[src/rtl/ball_pkg.sv]
// Shared types and constants for the ball renderer and its offset scanner.
// Build option: BALL_RENDERER_TRAIL_EN (see ball_renderer.sv).
package ball_pkg;

    typedef logic signed [10:0] coord_t;
    typedef logic [3:0]         offset_t;

    localparam int SCREEN_W = 640;
    localparam int SCREEN_H = 480;

    typedef enum logic [1:0] {
        IDLE,
        ERASE,
        DRAW
    } render_state_t;

    // Origin plus offset as a 12-bit signed sum so negative and off-screen results stay visible to clipping.
    function automatic logic signed [11:0] offset_coord(input coord_t base, input offset_t off);
        return $signed({base[10], base}) + $signed({8'd0, off});
    endfunction

endpackage

[src/rtl/square_scanner.sv]
// Raster-order (col inner, row outer) offset counter for a BALL_SIZE x BALL_SIZE square.
// next_col/next_row expose the value the counters take at the coming edge.
module square_scanner
    import ball_pkg::*;
#(
    parameter int BALL_SIZE = 4
) (
    input  logic    clk,
    input  logic    reset,
    input  logic    clear,
    input  logic    advance,
    output offset_t col,
    output offset_t row,
    output offset_t next_col,
    output offset_t next_row,
    output logic    last
);

    localparam offset_t LAST_OFF = offset_t'(BALL_SIZE - 1);

    always_comb begin
        next_col = col;
        next_row = row;
        if (clear) begin
            next_col = '0;
            next_row = '0;
        end else if (advance) begin
            if (col == LAST_OFF) begin
                next_col = '0;
                next_row = (row == LAST_OFF) ? '0 : row + 1'b1;
            end else begin
                next_col = col + 1'b1;
            end
        end
    end

    always_ff @(posedge clk) begin
        if (reset) begin
            col <= '0;
            row <= '0;
        end else begin
            col <= next_col;
            row <= next_row;
        end
    end

    assign last = (col == LAST_OFF) && (row == LAST_OFF);

endmodule

[src/rtl/ball_renderer.sv]
// Erases the ball at its previous origin and redraws it at the new one, one framebuffer write per accepted cycle.
// Build option: define BALL_RENDERER_TRAIL_EN to drop the erase pass and leave a trail.
module ball_renderer
    import ball_pkg::*;
#(
    parameter int BALL_SIZE = 4,
    parameter int X_MAX     = SCREEN_W - 1,
    parameter int Y_MAX     = SCREEN_H - 1
) (
    input  logic       clk,
    input  logic       reset,
    input  coord_t     in_x,
    input  coord_t     in_y,
    input  logic       in_done,
    input  logic       px_ready,
    output logic       px_we,
    output logic [9:0] px_x,
    output logic [8:0] px_y,
    output logic       px_color,
    output logic       busy,
    output logic       frame_done
);

    render_state_t state;
    coord_t        prev_x, prev_y;
    coord_t        cur_x, cur_y;
    logic          has_prev;

    offset_t scan_col, scan_row, next_col, next_row;
    logic    scan_last, scan_clear, advance, start;

    logic                next_erase;
    coord_t              next_ox, next_oy;
    logic signed [11:0]  sum_x, sum_y;
    logic                next_visible;

    logic unused_bits;
    assign unused_bits = ^{in_done, scan_col, scan_row};

    square_scanner #(
        .BALL_SIZE(BALL_SIZE)
    ) scanner (
        .clk     (clk),
        .reset   (reset),
        .clear   (scan_clear),
        .advance (advance),
        .col     (scan_col),
        .row     (scan_row),
        .next_col(next_col),
        .next_row(next_row),
        .last    (scan_last)
    );

    // Work out which pixel the registered outputs will present after this edge.
    always_comb begin
        start      = (state == IDLE) && (!has_prev || (in_x != prev_x) || (in_y != prev_y));
        advance    = (state != IDLE) && (!px_we || px_ready);
        scan_clear = start;
        next_erase = 1'b0;
`ifdef BALL_RENDERER_TRAIL_EN
        next_erase = 1'b0;
`else
        if ((state == ERASE) && advance && scan_last) begin
            scan_clear = 1'b1;
        end
        if (start) begin
            next_erase = has_prev;
        end else if (state == ERASE) begin
            next_erase = !(advance && scan_last);
        end
`endif
        next_ox = next_erase ? prev_x : (start ? in_x : cur_x);
        next_oy = next_erase ? prev_y : (start ? in_y : cur_y);
        sum_x   = offset_coord(next_ox, next_col);
        sum_y   = offset_coord(next_oy, next_row);
        next_visible = !sum_x[11] && (sum_x <= 12'(X_MAX)) &&
                       !sum_y[11] && (sum_y <= 12'(Y_MAX));
    end

    always_ff @(posedge clk) begin
        if (reset) begin
            state      <= IDLE;
            prev_x     <= '0;
            prev_y     <= '0;
            cur_x      <= '0;
            cur_y      <= '0;
            has_prev   <= 1'b0;
            px_we      <= 1'b0;
            px_x       <= '0;
            px_y       <= '0;
            px_color   <= 1'b0;
            busy       <= 1'b0;
            frame_done <= 1'b0;
        end else begin
            frame_done <= 1'b0;
            case (state)
                IDLE: begin
                    if (start) begin
                        cur_x    <= in_x;
                        cur_y    <= in_y;
                        busy     <= 1'b1;
`ifdef BALL_RENDERER_TRAIL_EN
                        state    <= DRAW;
`else
                        state    <= has_prev ? ERASE : DRAW;
`endif
                        px_we    <= next_visible;
                        px_x     <= sum_x[9:0];
                        px_y     <= sum_y[8:0];
                        px_color <= !next_erase;
                    end
                end
`ifdef BALL_RENDERER_TRAIL_EN
`else
                ERASE: begin
                    if (advance) begin
                        if (scan_last) begin
                            state <= DRAW;
                        end
                        px_we    <= next_visible;
                        px_x     <= sum_x[9:0];
                        px_y     <= sum_y[8:0];
                        px_color <= !next_erase;
                    end
                end
`endif
                DRAW: begin
                    if (advance) begin
                        if (scan_last) begin
                            prev_x     <= cur_x;
                            prev_y     <= cur_y;
                            has_prev   <= 1'b1;
                            frame_done <= 1'b1;
                            busy       <= 1'b0;
                            px_we      <= 1'b0;
                            state      <= IDLE;
                        end else begin
                            px_we    <= next_visible;
                            px_x     <= sum_x[9:0];
                            px_y     <= sum_y[8:0];
                            px_color <= 1'b1;
                        end
                    end
                end
                default: begin
                    state <= IDLE;
                    busy  <= 1'b0;
                    px_we <= 1'b0;
                end
            endcase
        end
    end

endmodule

[config.mk]
export PLATFORM = sky130hd
export DESIGN_NAME = ball_renderer
export DESIGN_NICKNAME = d
export VERILOG_FILES = /design/src/rtl/ball_pkg.sv /design/src/rtl/square_scanner.sv /design/src/rtl/ball_renderer.sv
export SDC_FILE = /design/constraint.sdc
export NUM_CORES = 1
export LEC_CHECK = 0
export ABC_AREA = 0
export CAP_MARGIN = 20
export CORE_MARGIN = 3
export CORE_UTILIZATION = 55
export CTS_CLUSTER_DIAMETER = 30
export DETAILED_ROUTE_END_ITERATION = 16
export PLACE_DENSITY_LB_ADDON = 0.15
export RECOVER_POWER = 50
export SLEW_MARGIN = 0
export SYNTH_ARGS = -nofsm -noshare
export SYNTH_HDL_FRONTEND = slang
export SYNTH_SLANG_ARGS = --single-unit
[constraint.sdc]
create_clock -name clk -period 9.4 [get_ports clk]
set_input_delay 1.88 -clock clk [delete_from_list [all_inputs] [get_ports clk]]
set_output_delay 1.88 -clock clk [all_outputs]
set_load 0.01 [all_outputs]
# Word-level counts from Yosys, hierarchy flattened
# Cells that the tools add are included.
[word_totals] out_inout_bits=23 in_bits=26 register_bits=78
[classes] eq_ne=12 add_sub_neg=4 order_cmp=2 n_reduce_logical=27 bitwise=3 mux=46
[ops] op="$mux W11" n=4
[ops] op="$mux W10" n=4
[ops] op="$mux W9" n=4
[ops] op="$pmux W10 S3" n=1
[ops] op="$mux W4" n=7
[ops] op="$pmux W9 S3" n=1
[ops] op="$add A11 B5 Y12" n=2
[ops] op="$ne A11 B11 Y1" n=2
[ops] op="$mux W1" n=15
[ops] op="$le A12 B10 Y1 const B" n=1
[ops] op="$le A12 B11 Y1 const B" n=1
[ops] op="$mux W2" n=6
[ops] op="$ne A2 B2 Y1 const B" n=6
[ops] op="$reduce_and A5 Y1" n=2
[ops] op="$logic_and A1 B1 Y1" n=9
[ops] op="$pmux W1 S3" n=3
[ops] op="$add A4 B1 Y4 const B" n=2
[ops] op="$eq A4 B2 Y1 const B" n=2
[ops] op="$logic_not A1 Y1" n=6
[ops] op="$pmux W2 S3" n=1
[ops] op="$reduce_and A3 Y1" n=2
[ops] op="$reduce_and A4 Y1" n=1
[ops] op="$logic_or A1 B1 Y1" n=3
[ops] op="$not A1 Y1" n=3
[ops] op="other kinds (6)" n=6

# Depth between registers and ports, before layout
# Gate-level depths: netlist of run 1.
[depth] ltp_word=16 ltp_mapped=21 depth_no_buf=19

# Modules after synthesis
# Synthesis of run 1 repeated with hierarchy kept, for this count alone.
[unflattened] hier_cells=551 hier_area_um2=4403.0
[by_module_without_submodules] mod="ball_renderer" cells_per_inst=499 seq_area_each_um2=1401.3 area_per_inst_um2=3942.5 instances=1
[by_module_without_submodules] mod="square_scanner" cells_per_inst=52 seq_area_each_um2=160.2 area_per_inst_um2=460.4 instances=1

# Least setup slack after synthesis of run 1
# OpenSTA, ideal clock, no wires.
[synth_timing] path_type="in2reg" start="input in_x[0]" end="register px_we" path_slack_ns=4.060 setup_time_ns=0.084 arrival_time_ns=5.256 required_ns=9.316 stages=16 path_cell_list="xnor2_1 > nand4_1 > nor4_4 > a21oi_1 > buf_2 > mux2i_1 > o21ai_0 > ha_1 > fa_1 > a21o_1 > a21oi_1 > nor3_1 > xor2_1 > mux2i_1 > a21oi_1 > o31ai_2"
[synth_via] elab_chain_cells=14 elab_cells_between_ends=28
[synth_lines] item="start, declared" line_no="ball_renderer.sv:12" source="input coord_t in_x,"
[synth_lines] item="$ne A11 B11 Y1" line_no="ball_renderer.sv:56" source="start = (state == IDLE) && (!has_prev || (in_x != prev_x) || (in_y != prev_y));"
[synth_lines] item="$logic_or A1 B1 Y1 (2 in series)" line_no="ball_renderer.sv:56"
[synth_lines] item="$logic_and A1 B1 Y1" line_no="ball_renderer.sv:56"
[synth_lines] item="$mux W11 (tied with other cells)"
[synth_lines] item="$mux W11 or $mux W4 (tied branches)" line_no="ball_renderer.sv:72, square_scanner.sv:24"
[synth_lines] item="$add A11 B5 Y12" line_no="ball_pkg.sv:19" source="return $signed({base[10], base}) + $signed({8'd0, off});"
[synth_lines] item="$le A12 B11 Y1 or $logic_not A1 Y1 (tied branches)" line_no="ball_renderer.sv:76" source="next_visible = !sum_x[11] && (sum_x <= 12'(X_MAX)) &&"
[synth_lines] item="$logic_and A1 B1 Y1 (2 in series)" line_no="ball_renderer.sv:76"
[synth_lines] item="$logic_and A1 B1 Y1" line_no="ball_renderer.sv:77" source="!sum_y[11] && (sum_y <= 12'(Y_MAX));"
[synth_lines] item="$mux W1" line_no="ball_renderer.sv:129" source="if (scan_last) begin"
[synth_lines] item="$mux W1" line_no="ball_renderer.sv:128" source="if (advance) begin"
[synth_lines] item="$pmux W1 S3" line_no="ball_renderer.sv:96" source="case (state)"
[synth_lines] item="end signal, assigned" line_no="ball_renderer.sv:107" source="px_we <= next_visible;"
[synth_lines] item="end signal, assigned" line_no="ball_renderer.sv:120" source="px_we <= next_visible;"
[synth_lines] item="end signal, assigned" line_no="ball_renderer.sv:138" source="px_we <= next_visible;"
[synth_lines] item="end, declared" line_no="ball_renderer.sv:16" source="output logic px_we,"
# Parallel ways exist; a longest one is shown, timed or not. The select of a mux whose other input is x is not followed.
# A chain may end at the register's enable or synchronous reset.

# Worst setup path after layout of run 1
[layout_timing] start="input in_x[6]" end="register px_we"
# The elaborated chain is that of the path after synthesis.

==> reports/qor.tcl, run 1 <==
set qor(power-per-cell-area_nw_per_um2) 146
set qor(yosys_warnings) 0
set qor(dominantRegCellSynth) {sky130_fd_sc_hd__dfxtp_1}
set qor(synth.area.top_cells) {sky130_fd_sc_hd__dfxtp_1 37%, sky130_fd_sc_hd__mux2i_1 7.9%, sky130_fd_sc_hd__nor2_1 6.8%}
set qor(slew_headroom_pct) -22.3
set qor(syn_inst) 509
set qor(grt_setup_unrepaired) {false}
set qor(drv_cap) 2
set qor(netlist_area_sq_um) 4190
set qor(slew_of_the_pin_with_the_lowest_slew_margin_ns) 1.83
set qor(worstSetupEndpointType) {register}
set qor(finish.instance_area_sq_um) 4890
set qor(floorplan.die_area_sq_um) 8700
set qor(clock_tree_from_tritoncts) {done}
set qor(preCtsSetupSlack_ns) 3.05
set qor(worst_setup_hold_path_clk_slew_ns) 0.07
set qor(layout.cells.non_filler) 648
set qor(viasPerCell) 5.73
set qor(syn-num-nets) 547
set qor(critical_path.max_fanout) 22
set qor(cts_resized) 0
set qor(total_iterations_of_the_first_detailed_routing_run) 5
set qor(post-route-min-period_ns) 6.95
set qor(post-synth-top-area-cell) {sky130_fd_sc_hd__dfxtp_1}
set qor(finalCritPeriodShare_pct) 74.0
set qor(class_of_the_most_critical_hold_timing_path) {reg -> reg}
set qor(track_usage_pct) 25.0
set qor(post_route_cells_drive_above_1_share_pct) 6.38
set qor(power.leakage_nw) 1.94
set qor(placementRows) 31
set qor(layout_common_cells) {78 x sky130_fd_sc_hd__dfxtp_1, 76 x sky130_fd_sc_hd__nor2_1, 74 x sky130_fd_sc_hd__nand2_1, 39 x sky130_fd_sc_hd__a21oi_1, 33 x sky130_fd_sc_hd__mux2i_1}
set qor(synthArstFlopShare_pct) 0
set qor(wire_length_of_the_first_global_routing_pass_um) 17100
set qor(placement.io_buffers) 47
set qor(finalWeightedCongestion) 0.930
set qor(core_area_sq_um) 7330
set qor(cts-root-buf) {sky130_fd_sc_hd__clkbuf_8}
set qor(clk_skew_ns) 0.00627
set qor(drcViolationCount) 0
set qor(clk_latency_ns) 0.35
set qor(hold_viol) 0
set qor(number_of_global_route_vias_before_repair) 3385
set qor(drt_iter0_drc) 320
set qor(cts-buffers-inserted) 9
set qor(design_power_total_mw) 0.716
set qor(setup_tns_ns) 0
set qor(worst_ep_required_time_ns) 9.64
set qor(grt_start_max_net_pins) 80
set qor(irDropWorstVdd_uv) 95.8
set qor(avgRoutedWirePerCell_um) 16.0
set qor(clock_tree.htree_level_count) 3
set qor(place_hpwl_um) 7510
set qor(floorplan.initialDensity_pct) 57.2
set qor(cts_num_sinks) 78
set qor(synth_enable_flop_cells) 0
set qor(floorplan.die.width_um) 93.3
set qor(area_growth_pct) 16.7
set qor(design.final.nets) 582
set qor(max-clock-path-buffers) 2
set qor(antenna_cells_inserted) 0
set qor(vias) 3712
set qor(final_max_slew_viol_count) 24
set qor(post-place-cells) 632
set qor(crit_arrival_ns) 7.19
set qor(violations) {max-capacitance violations, max-slew violations}
set qor(setup.worst_path.class) {in -> reg}
set qor(layout_commonest_cell) {sky130_fd_sc_hd__dfxtp_1}
set qor(finalSetupViolations) 0
set qor(synth.top_cell.area_share_pct) 37.3
set qor(critical_path.startpoint_type) {input pin}
set qor(postPlaceCellArea_sq_um) 4710
set qor(cts.repair_timing.setup_buffer_count) 0
set qor(postRouteAntennaNets) 0
set qor(fmax_mhz) 144
set qor(die_height_um) 93.3
set qor(top_level_ports) 49
set qor(globalRouteOverflowTotal) 0
set qor(detail_route.wirelength_um) 10400
set qor(antenna_found_initial) 0
set qor(seq_area_frac_synth_pct) 37.3
set qor(cts_hold_buffers) 0
set qor(syn_area_per_cell_sq_um) 8.23
set qor(synthDistinctLibCells) 52
set qor(worst_slack_ns) 2.45
set qor(outcome) {finished, violations left}
set qor(flip_flop_and_latch_count_after_synthesis) 78
-- worst max-delay path, stage by stage --
cell and delay (ns):
sky130_fd_sc_hd__dlygate4sd3_1 0.61, sky130_fd_sc_hd__xnor2_1 0.20, sky130_fd_sc_hd__nand4_1 0.12, sky130_fd_sc_hd__nor4_1 1.21, sky130_fd_sc_hd__a21oi_1 0.38, sky130_fd_sc_hd__buf_4 0.40, sky130_fd_sc_hd__mux2i_1 0.19, sky130_fd_sc_hd__o21ai_0 0.24
sky130_fd_sc_hd__ha_1 0.21, sky130_fd_sc_hd__inv_1 0.06, sky130_fd_sc_hd__fa_1 0.41, sky130_fd_sc_hd__nor2b_1 0.14, sky130_fd_sc_hd__o21ai_0 0.11, sky130_fd_sc_hd__nand2b_1 0.17, sky130_fd_sc_hd__o31ai_1 0.15, sky130_fd_sc_hd__xor2_1 0.18
sky130_fd_sc_hd__nand4_1 0.13, sky130_fd_sc_hd__o31ai_1 0.08, sky130_fd_sc_hd__a31oi_1 0.24, sky130_fd_sc_hd__o31ai_2 0.07
-- report_power, final --
part           internal [mW]  switching (mW)  total, mW
registers              0.344         0.00870      0.353
logic                 0.0475          0.0561      0.104
clock network          0.137           0.122      0.260
-- routing by layer --
layer	global-route usage, %	routed length (um)
met1	34.8	4730
met5	0	0
met3	3.46	581
met4	10.0	239
met2	38.9	4810
-- state kept, by name (all words and copies together), names as in the netlist --
signal and flops:
busy 1, cur_x 11, cur_y 11, frame_done 1, has_prev 1, prev_x 11
prev_y 11, px_color 1, px_we 1, px_x 10, px_y 9, scanner.col 4
scanner.row 4, state 2
-- Yosys cell counts (all sizes together), types with 9 or more instances --
master,n
a211oi,13
a21oi,40
clkbuf,24
dfxtp,78
ha,10
mux2i,33
nand2,74
nand4,9
nor2,76
nor3,17
o21ai,18
xnor2,31
xor2,10
-- worst paths after layout --
kind	from	endpoint	slack (ns)	depth (start not counted)
max	in_x[6]	px_we	2.45	20
min	cur_x[10]	prev_x[10]	0.45	2
max reg2reg	prev_x[6]	px_we	4.19	19
min reg2reg	cur_x[10]	prev_x[10]	0.45	2
-- area by class of cell --
class | count | area [sq um]
Inverter | 7 | 26.3
Clock inverter | 3 | 42.5
Fill cell | 631 | 2440
Clock buffer | 13 | 159
Timing Repair Buffer | 51 | 495
Tap cell | 99 | 124
Sequential cell | 78 | 1560
Multi-Input combinational cell | 397 | 2480
-- metrics by stage --
step,hold slack [ns],util (%)
final,0.452,66.8
after global routing,0.462,66.8
after CTS,0.453,67.0
after detailed placement,0.442,64.3
after global placement,0.433,64.3
after floorplan,0.431,-
-- cells by family after synthesis --
logic type	synth area share, %
compound gates	15.9
xor+xnor	8.57
fa+ha+maj	3.94
mux	7.88
simple gates	23.2
flops	37.3
buf+inv	3.19
Power figures use the tool's default switching activity.
==> run 2: changes to the inputs <==
- clock period: 9.4 -> 6.8 ns (I/O delays scaled with it)
==> run 2 against run 1 <==
Effect of this change:
- the flow still finishes with violations (max-capacitance violations, max-slew violations)
- hold slack got worse by 0.0022 ns
- critical path depth unchanged
- die area unchanged
- wire length increased by 0.82%
- utilization increased by 0.39 points
- first-iteration DRC count decreased by 17%
- sequential cell count unchanged
- sequential share of layout area decreased by 0.19 points
==> reports/qor.tcl, run 2 (same netlist as run 1, synthesis figures left out) <==
set qor(floorplan.initialDensity_pct) 57.2
set qor(place_hpwl_um) 7560
set qor(max-clock-path-buffers) 2
set qor(layout_commonest_cell) {sky130_fd_sc_hd__dfxtp_1}
set qor(track_usage_pct) 24.8
set qor(postRouteAntennaNets) 0
set qor(vias) 3750
set qor(critical_path.startpoint_type) {input pin}
set qor(power_frac_clock_pct) 36.6
set qor(worst_r2r_endpoint) {px_we}
set qor(setup_tns_ns) 0
set qor(cts-root-buf) {sky130_fd_sc_hd__clkbuf_8}
set qor(sequential_cell_area_sq_um) 1560
set qor(placement.io_buffers) 47
set qor(critical_path_endpoint) {px_we}
set qor(grt_start_max_net_pins) 80
set qor(power-per-cell-area_nw_per_um2) 203
set qor(clock_tree.htree_level_count) 3
set qor(hold_viol) 0
set qor(critical_path.reg2reg.startpoint) {prev_x[6]}
set qor(outcome) {finished, violations left}
set qor(antenna_cells_inserted) 0
set qor(worst_hold_startpoint) {cur_x[9]}
set qor(hold-worst-slack_ns) 0.450
set qor(multi_input_comb_area_sq_um) 2500
set qor(number_of_global_route_vias_before_repair) 3479
set qor(worst_setup_hold_path_clk_slew_ns) 0.07
set qor(core_area_sq_um) 7330
set qor(drcViolationCount) 0
set qor(worstSetupEndpointType) {register}
set qor(power.leakage_nw) 1.96
set qor(final_max_slew_viol_count) 24
set qor(internal_power_mw) 0.739
set qor(setup.worst_path.class) {in -> reg}
set qor(grt_setup_unrepaired) {false}
set qor(cts-buffers-inserted) 9
set qor(design.final.nets) 583
set qor(avgRoutedWirePerCell_um) 16.1
set qor(cts_hold_buffers) 0
set qor(detail_route.wirelength_um) 10500
set qor(clock_tree_from_tritoncts) {done}
set qor(crit_start) {in_x[6]}
set qor(wire_length_of_the_first_global_routing_pass_um) 17100
set qor(drv_cap) 1
set qor(finalWeightedCongestion) 0.915
set qor(finalSetupViolations) 0
set qor(cts.repair_timing.setup_buffer_count) 0
set qor(worst_ep_required_time_ns) 7.04
set qor(total_iterations_of_the_first_detailed_routing_run) 7
set qor(regToRegSetupSlack_ns) 2.42
set qor(slew_of_the_pin_with_the_lowest_slew_margin_ns) 1.66
set qor(globalRouteOverflowTotal) 0
set qor(drt_iter0_drc) 265
set qor(seq_power_share_pct) 48.9
set qor(critical_path.max_fanout) 21
set qor(cts_num_sinks) 78
set qor(antenna_found_initial) 0
set qor(placementRows) 31
set qor(clk_latency_ns) 0.35
set qor(layout_common_cells) {78 x sky130_fd_sc_hd__dfxtp_1, 76 x sky130_fd_sc_hd__nor2_1, 74 x sky130_fd_sc_hd__nand2_1, 39 x sky130_fd_sc_hd__a21oi_1, 33 x sky130_fd_sc_hd__mux2i_1}
set qor(viasPerCell) 5.79
set qor(post_route_cells_drive_above_1_share_pct) 6.92
set qor(fmax_mhz) 181
set qor(post-route-min-period_ns) 5.52
set qor(p_sw_mw) 0.258
set qor(irDropWorstVdd_uv) 146
set qor(floorplan.die_area_sq_um) 8700
set qor(area_growth_pct) 17.4
set qor(power_switching_share_pct) 25.9
set qor(filler_cell_count) 607
set qor(violations) {max-capacitance violations, max-slew violations}
set qor(cts_resized) 0
set qor(crit_arrival_ns) 5.76
set qor(clk_skew_ns) 0.00876
set qor(slew_headroom_pct) -10.8
set qor(reg2regPathDepth) 19
set qor(die_height_um) 93.3
set qor(floorplan.die.width_um) 93.3
set qor(power.share.combinational_pct) 14.5
set qor(finalCritPeriodShare_pct) 81.2
set qor(class_of_the_most_critical_hold_timing_path) {reg -> reg}
set qor(top_level_ports) 49
set qor(design_power_total_mw) 0.997
-- run 2: power by group through the flow --
stage,combinational (mW),sequential [mW],clock [mW]
6_report,0.144,0.488,0.365
5_1_grt,0.158,0.490,0.386
4_1_cts,0.148,0.489,0.371
3_5_place_dp,0.148,0.499,0
3_3_place_gp,0.145,0.498,0
2_1_floorplan,0.0828,0.502,0
-- run 2: routing by layer --
metal | part of all wire (%) | vias up | GRT usage, %
met5 | 0 | - | 0
met3 | 5.5 | 16 | 3.22
met4 | 1.6 | 0 | 8.67
met1 | 46 | 1757 | 33.7
li1 | - | 1842 | -
met2 | 47 | 135 | 40.4
-- run 2: worst min path at each step --
stage / end / slack, ns / depth (start not counted)
floorplan: prev_x[0] / 0.43 / 2
global placement: prev_y[9] / 0.43 / 2
detailed placement: prev_x[9] / 0.44 / 2
CTS: prev_x[9] / 0.45 / 2
global route: prev_y[0] / 0.47 / 2
finish: prev_x[9] / 0.45 / 2
-- run 2: critical path: stages --
cell and delay [ns]:
sky130_fd_sc_hd__clkdlybuf4s50_1 0.55, sky130_fd_sc_hd__xnor2_1 0.17, sky130_fd_sc_hd__nand4_1 0.19, sky130_fd_sc_hd__nor4_4 0.59
sky130_fd_sc_hd__a21oi_1 0.31, sky130_fd_sc_hd__buf_4 0.35, sky130_fd_sc_hd__mux2i_1 0.18, sky130_fd_sc_hd__nor2_1 0.11
sky130_fd_sc_hd__a21o_1 0.13, sky130_fd_sc_hd__inv_1 0.07, sky130_fd_sc_hd__fa_1 0.43, sky130_fd_sc_hd__nor2b_1 0.14
sky130_fd_sc_hd__o21ai_0 0.11, sky130_fd_sc_hd__nand2b_1 0.18, sky130_fd_sc_hd__o31ai_1 0.17, sky130_fd_sc_hd__xor2_1 0.19
sky130_fd_sc_hd__nand4_1 0.13, sky130_fd_sc_hd__o31ai_1 0.08, sky130_fd_sc_hd__a31oi_1 0.25, sky130_fd_sc_hd__o31ai_2 0.07
-- run 2: final cells by class --
type	instances	area share [%]
multi-input cells	397	50.8
inverters	7	0.534
repair buffers	52	10.2
well taps	99	2.52
clock buffers	12	3.36
clock inverters	3	0.864
flip-flops and latches	78	31.7
-- run 2: through the flow --
step	util, %	cells	instance area [sq um]	setup slack [ns]
global route	67.1	648	4920	0.894
CTS	67.2	648	4930	1.42
detailed placement	64.4	633	4720	1.08
global placement	64.4	633	4720	1.16
finish	67.1	648	4920	1.28
floorplan	-	509	4190	1.98
==> run 3: changes to the inputs <==
- clock period: 6.8 -> 5.4 ns (I/O delays scaled with it)
==> run 3 against run 2 <==
Effect of this change:
- the flow still finishes with violations (max-capacitance violations, max-slew violations)
- sequential cell count unchanged
- wire length down 1.0%
- total power is 32% higher
- final cell count increased by 0.62%
- non-clock buffer count increased by 3
- combinational power rose by 26%
- register-to-register slack got worse by 1.3 ns
- worst setup slack worse by 0.75 ns
- clock skew about the same
- clock-buffer cell count did not move
- sequential power rose by 26%
- utilization rose by 0.56 points
- critical path type unchanged
==> reports/qor.tcl, run 3 (same netlist as run 1, synthesis figures left out) <==
set qor(critical_path_slowest_stage_cell) {sky130_fd_sc_hd__clkdlybuf4s50_1}
set qor(setup_tns_ns) 0
set qor(worst_hold_startpoint) {cur_y[2]}
set qor(area_growth_pct) 18.4
set qor(grt_setup_unrepaired) {false}
set qor(total_iterations_of_the_first_detailed_routing_run) 5
set qor(antenna_found_initial) 0
set qor(drv_cap) 2
set qor(power_switching_share_pct) 24.7
set qor(cts_hold_buffers) 0
set qor(cts.repair_timing.setup_buffer_count) 0
set qor(drt_iter0_drc) 199
set qor(avgRoutedWirePerCell_um) 15.9
set qor(globalRouteOverflowTotal) 0
set qor(placement.io_buffers) 47
set qor(detail_route.wirelength_um) 10300
set qor(slew_of_the_pin_with_the_lowest_slew_margin_ns) 1.70
set qor(worst_slack_ns) 0.528
set qor(finalWeightedCongestion) 0.929
set qor(regToRegSetupSlack_ns) 1.14
set qor(final_max_slew_viol_count) 24
set qor(cts_num_sinks) 78
set qor(violations) {max-capacitance violations, max-slew violations}
set qor(grt_start_max_net_pins) 50
set qor(worst_ep_required_time_ns) 5.64
set qor(setup.worst_path.class) {in -> reg}
set qor(layout_commonest_cell) {sky130_fd_sc_hd__dfxtp_1}
set qor(drcViolationCount) 0
set qor(core_area_sq_um) 7330
set qor(viasPerCell) 5.78
set qor(internal_power_mw) 0.990
set qor(preCtsSetupSlack_ns) 0.335
set qor(worst_setup_hold_path_clk_slew_ns) 0.08
set qor(post_route_cells_drive_above_1_share_pct) 6.87
set qor(class_of_the_most_critical_hold_timing_path) {reg -> reg}
set qor(irDropWorstVdd_uv) 141
set qor(hold_viol) 0
set qor(critical_path.max_fanout) 6
set qor(crit_arrival_ns) 5.11
set qor(power.leakage_nw) 1.98
set qor(fmax_mhz) 205
set qor(floorplan.initialDensity_pct) 57.2
set qor(cts-root-buf) {sky130_fd_sc_hd__clkbuf_8}
set qor(power-per-cell-area_nw_per_um2) 265
set qor(finalCritPeriodShare_pct) 90.2
set qor(worstSetupEndpointType) {register}
set qor(placementRows) 31
set qor(power_frac_clock_pct) 39.4
set qor(postRouteAntennaNets) 0
set qor(design.final.nets) 586
set qor(power.share.combinational_pct) 13.9
set qor(clk_skew_ns) 0.00829
set qor(top_level_ports) 49
set qor(die_height_um) 93.3
set qor(clock_tree.htree_level_count) 3
set qor(floorplan.die.width_um) 93.3
set qor(p_sw_mw) 0.324
set qor(antenna_cells_inserted) 0
set qor(number_of_global_route_vias_before_repair) 3532
set qor(slew_headroom_pct) -13.9
set qor(critical_path.startpoint_type) {input pin}
set qor(layout_common_cells) {78 x sky130_fd_sc_hd__dfxtp_1, 76 x sky130_fd_sc_hd__nor2_1, 74 x sky130_fd_sc_hd__nand2_1, 39 x sky130_fd_sc_hd__a21oi_1, 33 x sky130_fd_sc_hd__mux2i_1}
set qor(floorplan.die_area_sq_um) 8700
set qor(finalSetupViolations) 0
set qor(post-route-min-period_ns) 4.87
set qor(outcome) {finished, violations left}
set qor(cts-buffers-inserted) 9
set qor(clock_tree_from_tritoncts) {done}
set qor(critical_path.reg2reg.startpoint) {scanner.col[0]}
set qor(max-clock-path-buffers) 2
set qor(wire_length_of_the_first_global_routing_pass_um) 17200
set qor(crit_start) {in_x[6]}
set qor(cts_resized) 0
set qor(vias) 3767
set qor(seq_power_share_pct) 46.7
set qor(timing.critical_path.buf_inv) 3
set qor(crit_family) {simple AND/OR/NAND/NOR gates}
set qor(track_usage_pct) 24.9
set qor(place_hpwl_um) 7510
set qor(cp_cell_sequence) {clkdlybuf4s50_1, xnor2_1, nand4_1, nor4_4, a21oi_1, clkbuf_1, mux2i_1, nor2_1, a21o_1, inv_1, fa_1, nor2b_1, o21ai_0, nand2b_1, o31ai_1, xor2_1, nand4_1, o31ai_1, a31oi_1, o31ai_2}
set qor(critical-path-max-stage-delay_ns) 0.57
set qor(clk_latency_ns) 0.35
==> run 3: changes by cell type in the layout (fill, tap and decap cells not counted) <==
cell	previous run	this run
sky130_fd_sc_hd__clkbuf_1	0	4
sky130_fd_sc_hd__clkbuf_8	12	9
sky130_fd_sc_hd__buf_4	5	7
sky130_fd_sc_hd__bufinv_16	1	3
sky130_fd_sc_hd__clkinvlp_4	1	0
==> run 3: path summary, 6_finish.rpt <==
path / end / depth (start not counted)
max: px_we / 20
min: prev_y[2] / 2
max reg2reg: px_we / 15
min reg2reg: prev_y[2] / 2
==> run 3: power groups by stage <==
stage	registers (mW)	logic (mW)	clock network, mW
CTS	0.615	0.187	0.524
finish	0.614	0.182	0.518
global route	0.617	0.200	0.547
floorplan	0.632	0.104	0
detailed placement	0.629	0.187	0
global placement	0.627	0.184	0
==> run 3: layout make-up <==
cell class,instances,area (sq um)
multi-input cells,397,2500
fillers,617,2370
flip-flops and latches,78,1560
repair buffers,55,522
clock buffers,12,135
well taps,99,124
clock inverters,4,95.1
inverters,7,26.3
==> run 3: per-layer routing <==
metal / vias to the layer above / wire length [um] / track usage [%]
li1: 1840 / - / -
met1: 1778 / 4740 / 34.2
met2: 120 / 4690 / 37.2
met3: 29 / 580 / 4.34
met4: 0 / 343 / 13.2
met5: - / 0 / 0
==> run 3: per-stage QoR <==
step / instances / cell area, sq um / util [%] / hold slack, ns / power, mW
4_1_cts: 652 / 4970 / 67.8 / 0.455 / 1.33
3_5_place_dp: 636 / 4740 / 64.7 / 0.444 / 0.815
2_1_floorplan: 509 / 4190 / - / 0.431 / 0.736
5_1_grt: 652 / 4960 / 67.7 / 0.463 / 1.37
6_report: 652 / 4960 / 67.7 / 0.452 / 1.31
3_3_place_gp: 636 / 4740 / 64.7 / 0.434 / 0.811
==> run 3: tightest hold or removal path, cell delays in order, from the launching register on <==
cell and delay (ns):
sky130_fd_sc_hd__dfxtp_1 0.31, sky130_fd_sc_hd__nand2_1 0.05, sky130_fd_sc_hd__a21oi_1 0.05
